$ cat src/rtl/cam_lutram_writer_if.sv
// Request channel into the CAM writer: valid/ready handshake carrying op, target index and key.
interface cam_lutram_writer_if #(
    parameter int ENTRIES         = 8,
    parameter int PACKS_OF_5_BITS = 4
);
    localparam int IW = (ENTRIES > 1) ? $clog2(ENTRIES) : 1;

    logic                            req_valid_i;
    logic                            req_ready_o;
    logic                            req_op_i;
    logic [IW-1:0]                   req_idx_i;
    logic [PACKS_OF_5_BITS-1:0][4:0] req_key_i;

    modport master (
        output req_valid_i, req_op_i, req_idx_i, req_key_i,
        input  req_ready_o
    );

    modport slave (
        input  req_valid_i, req_op_i, req_idx_i, req_key_i,
        output req_ready_o
    );
endinterface

$ cat src/rtl/cam_lutram_writer.sv
// Sequences writes into a LUTRAM-based CAM: clears on init/flush, evicts duplicate keys,
// and spaces update pulses so the CAM's two-cycle write settles before results are trusted.
module cam_lutram_writer #(
    parameter int ENTRIES         = 8,
    parameter int PACKS_OF_5_BITS = 4
) (
    input  logic                                         clk,
    input  logic                                         rst_n,
    cam_lutram_writer_if.slave                           req,
    input  logic                                         flush_i,
    output logic [ENTRIES-1:0]                           cam_update_o,
    output logic [PACKS_OF_5_BITS-1:0][4:0]              cam_set_key_o,
    output logic                                         cam_set_valid_o,
    input  logic [ENTRIES-1:0][PACKS_OF_5_BITS-1:0][4:0] cam_key_i,
    output logic [ENTRIES-1:0]                           entry_valid_o,
    output logic                                         stable_o,
    output logic                                         done_o
);
    localparam int IW = (ENTRIES > 1) ? $clog2(ENTRIES) : 1;

    typedef logic [PACKS_OF_5_BITS-1:0][4:0] key_t;
    typedef enum logic [2:0] {
        INIT, IDLE, DUP_ISSUE, DUP_SETTLE, ISSUE, SETTLE, DONE
    } state_t;

    state_t        state, state_n;
    logic [IW-1:0] init_idx;
    logic          init_phase;
    logic          flush_pend;
    logic          accept;
    logic          dup_hit;
    logic [IW-1:0] dup_sel;

    logic [IW-1:0] idx_q;
    logic [IW-1:0] dup_q;
    logic          op_q;
    key_t          key_q;

    function automatic logic [ENTRIES-1:0] onehot(input logic [IW-1:0] i);
        logic [ENTRIES-1:0] v;
        v    = '0;
        v[i] = 1'b1;
        return v;
    endfunction

    // Lowest valid entry other than the target already holding the requested key.
    always_comb begin
        dup_hit = 1'b0;
        dup_sel = '0;
        for (int j = ENTRIES - 1; j >= 0; j--) begin
            if (entry_valid_o[j] && (cam_key_i[j] == req.req_key_i) && (IW'(j) != req.req_idx_i)) begin
                dup_hit = 1'b1;
                dup_sel = IW'(j);
            end
        end
    end

    assign req.req_ready_o = ((state == IDLE) || (state == DONE)) && !flush_i && !flush_pend;
    assign accept          = req.req_ready_o && req.req_valid_i;
    assign stable_o        = (state == IDLE) || (state == DONE);
    assign done_o          = (state == DONE);

    // With a power-of-two entry count every index is in range, so no out-of-range path exists.
    always_comb begin
        state_n = state;
        case (state)
            INIT:       if (init_phase && (init_idx == IW'(ENTRIES - 1))) state_n = IDLE;
            IDLE, DONE: begin
                if (flush_i || flush_pend)              state_n = INIT;
                else if (accept)                        state_n = (req.req_op_i && dup_hit) ? DUP_ISSUE : ISSUE;
                else if (state == DONE)                 state_n = IDLE;
            end
            DUP_ISSUE:  state_n = DUP_SETTLE;
            DUP_SETTLE: state_n = ISSUE;
            ISSUE:      state_n = SETTLE;
            SETTLE:     state_n = DONE;
            default:    state_n = INIT;
        endcase
    end

    // Update pulse and its payload; gated by reset so nothing leaks out while held.
    always_comb begin
        cam_update_o    = '0;
        cam_set_key_o   = '0;
        cam_set_valid_o = 1'b0;
        if (rst_n) begin
            case (state)
                INIT: if (!init_phase) cam_update_o = onehot(init_idx);
                DUP_ISSUE: begin
                    cam_update_o  = onehot(dup_q);
                    cam_set_key_o = cam_key_i[dup_q];
                end
                ISSUE: begin
                    cam_update_o    = onehot(idx_q);
                    cam_set_key_o   = op_q ? key_q : cam_key_i[idx_q];
                    cam_set_valid_o = op_q;
                end
                default: ;
            endcase
        end
    end

    always_ff @(posedge clk or negedge rst_n) begin
        if (!rst_n) begin
            state         <= INIT;
            init_idx      <= '0;
            init_phase    <= 1'b0;
            flush_pend    <= 1'b0;
            entry_valid_o <= '0;
        end else begin
            state <= state_n;
            if (state == INIT) begin
                init_phase <= ~init_phase;
                if (init_phase) init_idx <= init_idx + 1'b1;
            end else if (state_n == INIT) begin
                init_idx   <= '0;
                init_phase <= 1'b0;
            end

            if (state_n == INIT)
                flush_pend <= 1'b0;
            else if (flush_i && (state != IDLE) && (state != DONE) && (state != INIT))
                flush_pend <= 1'b1;

            if (state_n == INIT)
                entry_valid_o <= '0;
            else if (state == DUP_ISSUE)
                entry_valid_o[dup_q] <= 1'b0;
            else if (state == ISSUE)
                entry_valid_o[idx_q] <= op_q;
        end
    end

    always_ff @(posedge clk) begin
        if (accept) begin
            idx_q <= req.req_idx_i;
            op_q  <= req.req_op_i;
            key_q <= req.req_key_i;
            dup_q <= dup_sel;
        end
    end
endmodule

$ cat src/flat_wrapper.sv
// flat-port wrapper written by rule: the top's interface ports become plain ports
module cam_lutram_writer_flat 
#(
    parameter int ENTRIES         = 8,
    parameter int PACKS_OF_5_BITS = 4
)
  (clk, rst_n, flush_i, cam_update_o, cam_set_key_o, cam_set_valid_o, cam_key_i, entry_valid_o, stable_o, done_o, req_req_valid_i, req_req_op_i, req_req_idx_i, req_req_key_i, req_req_ready_o);
  cam_lutram_writer_if #(.ENTRIES(ENTRIES), .PACKS_OF_5_BITS(PACKS_OF_5_BITS)) req_i ();
  input  logic clk;
  input  logic rst_n;
  input  logic flush_i;
  output logic [ENTRIES-1:0] cam_update_o;
  output logic [PACKS_OF_5_BITS-1:0][4:0] cam_set_key_o;
  output logic cam_set_valid_o;
  input  logic [ENTRIES-1:0][PACKS_OF_5_BITS-1:0][4:0] cam_key_i;
  output logic [ENTRIES-1:0] entry_valid_o;
  output logic stable_o;
  output logic done_o;
  input wire logic [$bits(req_i.req_valid_i)-1:0] req_req_valid_i;
  input wire logic [$bits(req_i.req_op_i)-1:0] req_req_op_i;
  input wire logic [$bits(req_i.req_idx_i)-1:0] req_req_idx_i;
  input wire logic [$bits(req_i.req_key_i)-1:0] req_req_key_i;
  output wire logic [$bits(req_i.req_ready_o)-1:0] req_req_ready_o;
  assign req_i.req_valid_i = req_req_valid_i;
  assign req_i.req_op_i = req_req_op_i;
  assign req_i.req_idx_i = req_req_idx_i;
  assign req_i.req_key_i = req_req_key_i;
  assign req_req_ready_o = req_i.req_ready_o;
  cam_lutram_writer #(.ENTRIES(ENTRIES), .PACKS_OF_5_BITS(PACKS_OF_5_BITS)) u_core (.clk(clk), .rst_n(rst_n), .req(req_i), .flush_i(flush_i), .cam_update_o(cam_update_o), .cam_set_key_o(cam_set_key_o), .cam_set_valid_o(cam_set_valid_o), .cam_key_i(cam_key_i), .entry_valid_o(entry_valid_o), .stable_o(stable_o), .done_o(done_o));
endmodule
$ cat config.mk
export PLATFORM = sky130hd
export DESIGN_NAME = cam_lutram_writer_flat
export DESIGN_NICKNAME = d
export VERILOG_FILES = /design/src/rtl/cam_lutram_writer_if.sv /design/src/rtl/cam_lutram_writer.sv /design/src/flat_wrapper.sv
export SDC_FILE = /design/constraint.sdc
export NUM_CORES = 1
export LEC_CHECK = 0
export CORE_UTILIZATION = 47
export DETAILED_ROUTE_END_ITERATION = 8
export PLACE_DENSITY = 0.83
export SYNTH_ARGS = -nofsm -noshare
export SYNTH_HDL_FRONTEND = slang
export SYNTH_SLANG_ARGS = --single-unit
$ cat constraint.sdc
create_clock -name clk -period 5.1 [get_ports clk]
set_input_delay 1.02 -clock clk [delete_from_list [all_inputs] [get_ports clk]]
set_output_delay 1.02 -clock clk [all_outputs]
set_load 0.01 [all_outputs]
# [Word-level counts from Yosys, hierarchy flattened]
# Cells that the tools add are included.
[word_totals] regBits=43 input_bits=188 output_inout_bits=40 word_cells=141
[op_classes] n_addsub=1 order_cmp=6 eq_ne=25 muxes=50 n_bitwise=3 reduce_logical=42
[ops] operator="20-bit equality test" n=8
[ops] operator="20-bit binary-select mux with 3-bit select" n=2
[ops] operator="20-bit two-way mux" n=4
[ops] operator="8-bit two-way mux" n=5
[ops] operator="20-bit case mux with 2 select lines" n=1
[ops] operator="3-bit two-way mux" n=12
[ops] operator="1-bit logical AND" n=27
[ops] operator="8-bit case mux with 3 select lines" n=1
[ops] operator="1-bit two-way mux" n=18
[ops] operator="3-bit case mux with 6 select lines" n=1
[ops] operator="3-bit equality test, second input constant" n=4
[ops] operator="3-bit by 4-bit less-than comparator with 1-bit output, second input constant" n=3
[ops] operator="3-bit inequality test, first input constant" n=4
[ops] operator="1-bit demux with 3-bit select" n=3
[ops] operator="3-bit by 1-bit greater-or-equal comparator with 1-bit output, second input constant" n=3
[ops] operator="3-bit nonzero test" n=3
[ops] operator="8-bit bitwise AND" n=1
[ops] operator="8-bit bitwise mux" n=1
[ops] operator="8-bit NOT" n=1
[ops] operator="3-bit by 2-bit equality test with 1-bit output, second input constant" n=2
[ops] operator="3-bit zero test" n=2
[ops] operator="2-bit by 3-bit inequality test with 1-bit output, first input constant" n=2
[ops] operator="2-bit two-way mux" n=2
[ops] operator="2-bit nonzero test" n=2
[ops] operator="12 further kinds" n=15

# [Depth between registers and ports, before layout]
# Gate-level depths: netlist of run 1.
[logic_depth] depth_word=19 mapped_depth=10 ltp_nobuf=8

# [Worst setup path before layout of run 1]
# Ideal clock, no wire load.
[synth_timing] path_type="input to register" startpoint="input port flush_i" endpoint="register u_core.dup_q[0], enable pin" setup_ns=0.486 arrival_ns=3.881 required_time_ns=4.614 path_slack_ns=0.733 path_stages=1 path_buffers=0 path_cell_list="nor4_1"
[synth_between] elab_chain_len=4
[synth_lines] element="start, declared" line="flat_wrapper.sv:11" rtl="input logic flush_i;"
[synth_lines] element="1-bit zero test" line="cam_lutram_writer.sv:58" rtl="assign req.req_ready_o = ((state == IDLE) || (state == DONE)) && !flush_i && !flush_pend;"
[synth_lines] element="1-bit logical AND (2 in a row)" line="cam_lutram_writer.sv:58"
[synth_lines] element="1-bit logical AND" line="cam_lutram_writer.sv:59" rtl="assign accept = req.req_ready_o && req.req_valid_i;"
[synth_lines] element="end signal, assigned" line="cam_lutram_writer.sv:139" rtl="dup_q <= dup_sel;"
[synth_lines] element="end, declared" line="cam_lutram_writer.sv:35" rtl="logic [IW-1:0] dup_q;"
# Every way passes these cells.
# A chain may end at the register's enable or synchronous reset.

==> results.yml, run 1 <==
clock_tree:
  cts_sinks: 43
  clk_pin_slew_worst_paths_ns: 0.08
  postCtsSetupBuffers: 0
  postCtsHoldBufs: 0
  cts.path.max_buffers: 2
  post_cts_resized: 0
  cts_htree_levels: 2
  insertion_delay_ns: 0.31
  clockRootBuffer: "clkbuf_16"
  numCtsBuffers: 5
  cts_tree: "yes"
route:
  routed_wl_um: 29900
  vias: 7800
  route.detailed.drc: 0
  vias_per_cell: 6.88
  ant_nets: 0
  first_iter_violations: 1392
  routedWlPerCell_um: 26.4
  firstDrtPassIters: 6
setup_path:
  crit_fanout: 24
  cpMostUsedCell: "and2_1"
  cp_data_arrival_time_ns: 3.27
  cp.required_ns: 4.08
  timing.critical_path.slowest_cell_delay_ns: 0.97
  cp_slowest_cell: "edfxtp_1"
  crit_type: "flip-flop to output pin"
  cp-end-kind: "output pin"
  worstPathCellList: "and2_1, and2_1, a221o_1, o221ai_1, a21boi_0, clkdlybuf4s50_1"
  crit_path_start_kind: "flip-flop"
pwr:
  leakage_nw: 2.95
  power.total_mw: 1.92
  powerDensity_nw_per_um2: 211
  ir_drop_mv: 0.175
logic_synthesis:
  yosysWarningCount: 0
  syn_avg_cell_area_sq_um: 8.62
  syn_inst: 766
  synth-seq-area-share_pct: 18.3
  synth_flop_cell: "edfxtp_1"
  synth_nets: 957
  synth_edf_count: 27
  ys_ff_latch: 43
  netlist_area_sq_um: 6610
  yosysUniqueCellTypes: 69
  synthArstFlopShare_pct: 37.2
grt:
  grt_first_pass_wirelength_um: 45200
  grt.total_usage_pct: 41.9
  antenna_found_initial: 0
  grt_overflow: 0
  grt_pass1_vias: 7489
  grt_max_degree: 36
sta:
  finalSetupTns_ns: 0
  maxSlewViolCount: 0
  finalSetupViolations: 0
  rsz0062_at_grt: "no"
  clock_skew_ns: 0.00352
  clock.fmax_mhz: 233
  hold_violations: 0
  min_period_ns: 4.29
  min_period_over_period_pct: 84.1
  max_slew_margin_pct: 35.8
  worst_pin_slew_ns: 0.963
layout:
  syn_to_final_growth_pct: 37.9
  antenna_cells: 0
  fillCellCount: 1133
  multiInputGateArea_sq_um: 5020
  drive_gt1_share_pct: 8.87
  seqCellArea_sq_um: 1210
  layout.nets: 1148
floorplan:
  start_util_pct: 49.1
  die_width_um: 121
  core_sq_um: 13500
  ioPinCount: 228
  die_y_um: 121
  dieArea_sq_um: 14500
  rows: 42
min_path:
  hp-class: "flip-flop to flip-flop"
place:
  hpwlAfterDp_um: 23000
  gp_congestion: 1.11
  port_buffers: 227
status:
  status: "finished, final reports clean"
job:
  drv_cap: 0
-- power by group --
part | leakage (nW) | internal (mW) | switching, mW
clock network | 0.0751 | 0.185 | 0.176
registers | 0.463 | 0.412 | 0.0660
logic | 2.41 | 0.486 | 0.598
total | 2.95 | 1.08 | 0.840
-- cell families (layout without fill, tap and decap cells) --
logic type | after synthesis | count (layout) | synth area share (%)
flops | 43 | 43 | 18.3
mux | 50 | 50 | 11.5
simple gates | 200 | 200 | 16.0
xor+xnor | 160 | 160 | 21.3
compound gates | 232 | 232 | 26.1
fa+ha+maj | 3 | 3 | 0.568
buf+inv | 78 | 270 | 6.14
-- cell type report --
cell class | instances | share of cell area (%)
clock buffers | 5 | 1.37
multi-input cells | 645 | 55.1
well taps | 176 | 2.42
inverters | 10 | 0.412
flip-flops and latches | 43 | 13.3
clock inverters | 3 | 0.234
repair buffers | 252 | 27.1
-- worst max-delay path, delay by kind of cell (launching register included) --
| family | cells | cell delay (ns) |
|---|---|---|
| flops | 1 | 0.97 |
| simple gates | 2 | 0.92 |
| buf+inv | 1 | 0.56 |
| compound gates | 3 | 0.50 |
-- sequential cells by signal, indices dropped and copies added (netlist names) --
register,count
u_core.key_q,20
u_core.entry_valid_o,8
u_core.dup_q,3
u_core.idx_q,3
u_core.init_idx,3
u_core.state,3
u_core.flush_pend,1
u_core.init_phase,1
u_core.op_q,1
-- metrics by stage --
stage | area (sq um) | hold slack [ns] | util [%] | setup WS (ns) | instances
2_1_floorplan | 6610 | 0.505 | - | 0.733 | 766
4_1_cts | 9110 | 0.552 | 67.7 | 0.907 | 1134
3_3_place_gp | 8960 | 0.535 | 66.6 | 0.990 | 1126
6_report | 9110 | 0.557 | 67.7 | 0.813 | 1134
5_1_grt | 9110 | 0.580 | 67.7 | 0.713 | 1134
3_5_place_dp | 8960 | 0.536 | 66.6 | 0.973 | 1126
-- per-layer routing --
metal / vias to the layer above / wire length [um] / GRT usage (%)
met5: - / 0 / 0
met4: 0 / 1710 / 21.0
met3: 143 / 4000 / 8.44
met2: 734 / 13000 / 62.5
met1: 3594 / 11200 / 57.2
li1: 3329 / - / -
-- synth_stat cells, types with 16 or more instances --
cell / count / area, sq um
a21oi_1: 33 / 165
a221oi_1: 28 / 245
a22o_1: 24 / 210
a22oi_1: 54 / 405
a31oi_1: 26 / 163
buf_2: 28 / 140
clkbuf_1: 25 / 93.8
dfrtp_1: 16 / 400
edfxtp_1: 27 / 811
mux2i_1: 22 / 220
mux4_2: 20 / 450
nand2_1: 47 / 176
nand3_1: 24 / 120
nand4_1: 38 / 238
nor2_1: 41 / 154
xnor2_1: 150 / 1310
-- path summary, 6_finish.rpt --
path / start / end / slack (ns) / cells after the start
worst max-delay path: u_core.idx_q[2] / cam_set_key_o[5] / 0.81 / 6
worst min-delay path: u_core.entry_valid_o[5] / u_core.entry_valid_o[5] / 0.56 / 2
worst max register to register: u_core.init_idx[0] / u_core.init_idx[2] / 2.62 / 8
worst min register to register: u_core.entry_valid_o[5] / u_core.entry_valid_o[5] / 0.56 / 2
max in group asynchronous: rst_n / u_core.entry_valid_o[5] / 3.47 / 2
min in group asynchronous: rst_n / u_core.init_phase / 0.91 / 1
-- cells in the final DEF, fill, tap and decap left out, types with 24 or more instances in the layout --
master,count
a22o_1,24
nand4_1,38
xnor2_1,150
nand3_1,24
clkdlybuf4s50_1,227
nand2_1,47
a22oi_1,54
buf_4,24
edfxtp_1,27
a21oi_1,33
a31oi_1,26
nor2_1,41
a221oi_1,28
No activity file was read; power rests on OpenSTA's default activity.
==> run 2: changes to the inputs <==
CORE_UTILIZATION = 43   (was 47)
PLACE_DENSITY = 0.8   (was 0.83)
clock period = 3.6 ns   (was 5.1 ns; I/O delays follow)
==> run 2 against run 1 <==
Hold slack worse by 0.15 ns. Largest cell class unchanged. Worst setup slack worse by 0.78 ns. Largest power group unchanged. Final cell count up 4.7%. Critical endpoint is now cam_set_key_o[17]. Via count up 3.1%. Non-clock buffer count up 45.
==> results.yml, run 2 (same netlist as run 1, synthesis figures left out) <==
status:
  status: "finished, final reports clean"
floorplan:
  die_y_um: 126
  rows: 44
  dieArea_sq_um: 15900
  die_width_um: 126
  core_sq_um: 14800
  ioPinCount: 228
  start_util_pct: 44.8
layout:
  drive_gt1_share_pct: 13.4
  final_common_cell: "clkdlybuf4s50_1"
  antenna_cells: 0
  layout.nets: 1193
  syn_to_final_growth_pct: 43.9
  biggestRegsByFlops: "u_core.key_q x20, u_core.entry_valid_o x8"
  top_register: "u_core.key_q"
  final_cell_mix: "clkdlybuf4s50_1, xnor2_1, buf_4, a22oi_1, nand2_1"
  largest_register_ffs: 20
sta:
  clock_skew_ns: 0.00699
  min_period_over_period_pct: 99.1
  worst_pin_slew_ns: 0.620
  hold_slack_ns: 0.410
  rsz0062_at_grt: "no"
  max_slew_margin_pct: 58.5
  maxSlewViolCount: 0
  finalSetupTns_ns: 0
  hold_violations: 0
  clock.fmax_mhz: 280
  min_period_ns: 3.57
  finalSetupViolations: 0
grt:
  grt_pass1_vias: 7494
  grt_max_degree: 30
  grt.total_usage_pct: 38.4
  antenna_found_initial: 0
  grt_overflow: 0
  grt_first_pass_wirelength_um: 45800
clock_tree:
  clk_pin_slew_worst_paths_ns: 0.07
  cts_tree: "yes"
  cts_htree_levels: 2
  insertion_delay_ns: 0.31
  numCtsBuffers: 5
  cts_sinks: 43
  clockRootBuffer: "clkbuf_16"
  cts.path.max_buffers: 2
route:
  vias: 8040
  ant_nets: 0
  route.detailed.drc: 0
  first_iter_violations: 1486
  routedWlPerCell_um: 25.8
  firstDrtPassIters: 6
  vias_per_cell: 6.77
  routed_wl_um: 30600
setup_path:
  cp-end-kind: "output pin"
  crit_path_start_kind: "input pin"
  crit_fanout: 3
  cp.required_ns: 2.88
  crit_type: "input pin to output pin"
  cp_data_arrival_time_ns: 2.85
place:
  port_buffers: 227
  hpwlAfterDp_um: 24200
  gp_congestion: 1.09
job:
  drv_cap: 0
min_path:
  hp-class: "input pin to asynchronous set/reset pin"
pwr:
  powerDensity_nw_per_um2: 291
  leakage_nw: 3.19
  ir_drop_mv: 0.238
==> run 2: cell types whose count changed in the layout (fill, tap and decap cells not counted), sizes merged <==
| cell | previous run | this run |
|---|---|---|
| dlymetal6s2s | 0 | 1 |
| buf | 25 | 71 |
| clkinv | 0 | 2 |
| clkdlybuf4s50 | 227 | 225 |
| inv | 13 | 11 |
==> run 2: final cells by class <==
cell class | count | area, sq um
well taps | 184 | 230
repair buffers | 297 | 2840
inverters | 10 | 37.5
clock inverters | 3 | 23.8
multi-input cells | 645 | 5040
flip-flops and latches | 43 | 1210
clock buffers | 5 | 125
fillers | 1236 | 5250
==> run 2: timing repair <==
action,4_1_cts,5_1_grt
setup buffers,0,6
setup endpoints to repair,0,10
gates resized for setup,0,6
hold buffers,0,0
==> run 2: final timing paths <==
kind,from,end,slack (ns),cells after the start
min in group clk,u_core.init_idx[1],u_core.init_idx[1],0.56,1
hold / removal,rst_n,u_core.flush_pend,0.41,2
setup reg to reg,u_core.init_idx[0],u_core.init_idx[2],1.18,8
hold reg to reg,u_core.init_idx[1],u_core.init_idx[1],0.56,1
max in group asynchronous,rst_n,u_core.entry_valid_o[5],2.95,2
setup / recovery,cam_key_i[157],cam_set_key_o[17],0.03,8
==> run 2: critical path: stages <==
cell and delay [ns]:
clkdlybuf4s50_1 0.50, mux2_1 0.34, a221oi_1 0.30, nor2_1 0.10, nor3_2 0.16, nor2_1 0.06, o21a_1 0.19, clkdlybuf4s50_1 0.48
==> run 2: routing by layer <==
metal / GRT usage (%) / part of all wire [%] / routed length (um)
met1: 51.9 / 38 / 11700
met2: 59.2 / 44 / 13500
met3: 8.67 / 14 / 4280
met4: 15.2 / 3.7 / 1140
met5: 0 / 0 / 0
==> run 2: where the power goes <==
part | total [mW] | leakage [nW] | switching (mW) | internal, mW
logic | 1.59 | 2.65 | 0.860 | 0.728
registers | 0.669 | 0.463 | 0.0858 | 0.583
clock network | 0.509 | 0.0743 | 0.247 | 0.262
==> run 2: per-stage QoR <==
stage                     cells  cell area (sq um)  total power, mW  setup slack, ns  utilization [%]
after floorplan             766               6610             1.52            0.752                -
after global placement     1173               9290             2.20           0.0721             63.0
after detailed placement   1173               9290             2.21           0.0549             63.0
after CTS                  1181               9440             2.73           0.0551             64.0
after global routing       1187               9510             2.88          0.00330             64.4
final                      1187               9510             2.77           0.0307             64.4
==> run 3: changes to the inputs <==
--- a/config.mk
+++ b/config.mk
@@ -6,4 +6,5 @@
 export NUM_CORES = 1
 export LEC_CHECK = 0
+export CORE_MARGIN = 1
 export CORE_UTILIZATION = 43
 export DETAILED_ROUTE_END_ITERATION = 8
==> constraint.sdc (replaced) <==
create_clock -name clk -period 3.6 [get_ports clk]
set_input_delay 0.36 -clock clk [delete_from_list [all_inputs] [get_ports clk]]
set_output_delay 0.36 -clock clk [all_outputs]
set_load 0.01 [all_outputs]
==> run 3 against run 2 <==
Flip-flop and latch count is the same. Critical path type is now flip-flop to output pin. Final cell count shrank 2.8%. Wire length shrank 1.1%. Critical path depth shrank 1.
==> results.yml, run 3 (same netlist as run 1, synthesis figures left out) <==
sta:
  hold_slack_ns: 0.0396
  min_period_over_period_pct: 91.6
  clock_skew_ns: 0.00876
  rsz0062_at_grt: "no"
  hold_violations: 0
  worst_pin_slew_ns: 0.660
  finalSetupTns_ns: 0
  min_period_ns: 3.30
  clock.fmax_mhz: 303
  maxSlewViolCount: 0
  setup_ws_ns: 0.303
  max_slew_margin_pct: 55.8
  finalSetupViolations: 0
layout:
  fillCellCount: 1272
  final_common_cell: "clkdlybuf4s50_1"
  fin_util_pct: 62.4
  drive_gt1_share_pct: 10.1
  largest_register_ffs: 20
  biggestRegsByFlops: "u_core.key_q x20, u_core.entry_valid_o x8"
  stdcell_count: 1154
  finish.instance_area_sq_um: 9210
  antenna_cells: 0
  top_register: "u_core.key_q"
  layout.nets: 1160
  final_cell_mix: "clkdlybuf4s50_1, xnor2_1, a22oi_1, nand2_1, nor2_1"
  syn_to_final_growth_pct: 39.5
pwr:
  leakage_nw: 3.01
  powerDensity_nw_per_um2: 297
  power.total_mw: 2.74
  ir_drop_mv: 0.224
floorplan:
  dieArea_sq_um: 15900
  start_util_pct: 44.8
  die_y_um: 126
  die_width_um: 126
  ioPinCount: 228
  rows: 44
  core_sq_um: 14800
job:
  drv_cap: 0
place:
  dpl-instance-area_sq_um: 9070
  gp_congestion: 1.14
  post-place-ws_ns: 0.763
  hpwlAfterDp_um: 23600
  dp_cells: 1146
  port_buffers: 227
setup_path:
  cp_data_arrival_time_ns: 2.94
  crit_fanout: 28
  timing.critical_path.slowest_cell_delay_ns: 0.56
  cp.required_ns: 3.24
  crit_path_start_kind: "flip-flop"
  cp_slowest_cell: "nor2b_1"
  worstPathCellList: "buf_4, nor2b_1, a22o_1, a221oi_1, a211oi_1, o21a_1, clkdlybuf4s50_1"
  crit_type: "flip-flop to output pin"
  cp-end-kind: "output pin"
grt:
  grt.total_usage_pct: 37.6
  grt_max_degree: 38
  grt_first_pass_wirelength_um: 45200
  antenna_found_initial: 0
  grt_pass1_vias: 7467
  grt_overflow: 0
route:
  routedWlPerCell_um: 26.2
  route.detailed.drc: 0
  routed_wl_um: 30200
  vias: 7932
  ant_nets: 0
  vias_per_cell: 6.87
  first_iter_violations: 1513
  firstDrtPassIters: 6
min_path:
  hp-class: "input pin to asynchronous set/reset pin"
clock_tree:
  clockRootBuffer: "clkbuf_16"
  post_cts_resized: 0
  postCtsSetupBuffers: 0
  numCtsBuffers: 5
  insertion_delay_ns: 0.31
  postCtsHoldBufs: 0
  cts_htree_levels: 2
  cts_tree: "yes"
  clk_pin_slew_worst_paths_ns: 0.08
  cts_sinks: 43
  cts.path.max_buffers: 2
status:
  status: "finished, final reports clean"
run 3: final cells by class:
class                      count  area, sq um  share of cell area (%)
multi-input combinational    645         5030                    54.6
timing repair buffer         264         2560                    27.8
clock buffer                   5          125                    1.36
tap                          184          230                    2.50
clock inverter                 3         21.3                   0.231
inverter                      10         37.5                   0.407
sequential                    43         1210                    13.1
run 3: metal layers:
metal  up-vias  routed length [um]  track usage, %
li1       3348                   -               -
met1      3662               11500            51.6
met2       793               13000            57.3
met3       129                4350            8.50
met4         0                1380            14.5
met5         -                   0               0
run 3: path summary, 6_finish.rpt:
| kind | depth (start not counted) | from | slack [ns] | end |
|---|---|---|---|---|
| max | 7 | u_core.idx_q[1] | 0.30 | cam_set_key_o[2] |
| min | 1 | rst_n | 0.04 | u_core.init_idx[1] |
| max reg2reg | 8 | u_core.init_idx[0] | 1.19 | u_core.init_idx[1] |
| min reg2reg | 2 | u_core.entry_valid_o[5] | 0.55 | u_core.entry_valid_o[5] |
| max in group asynchronous | 2 | rst_n | 2.89 | u_core.entry_valid_o[1] |
| min in group clk | 2 | u_core.entry_valid_o[5] | 0.55 | u_core.entry_valid_o[5] |
run 3: worst max-delay path: cells and delay by family (launching register included):
family | cells | cell delay (ns)
AO/OA/AOI/OAI | 4 | 0.75
buffers and inverters | 2 | 0.92
flip-flops | 1 | 0.38
AND/OR/NAND/NOR | 1 | 0.56
run 3: power by group:
group | internal (mW) | total [mW] | switching (mW)
sequential | 0.584 | 0.671 | 0.0869
combinational | 0.701 | 1.55 | 0.851
clock | 0.262 | 0.517 | 0.254
total | 1.55 | 2.74 | 1.19
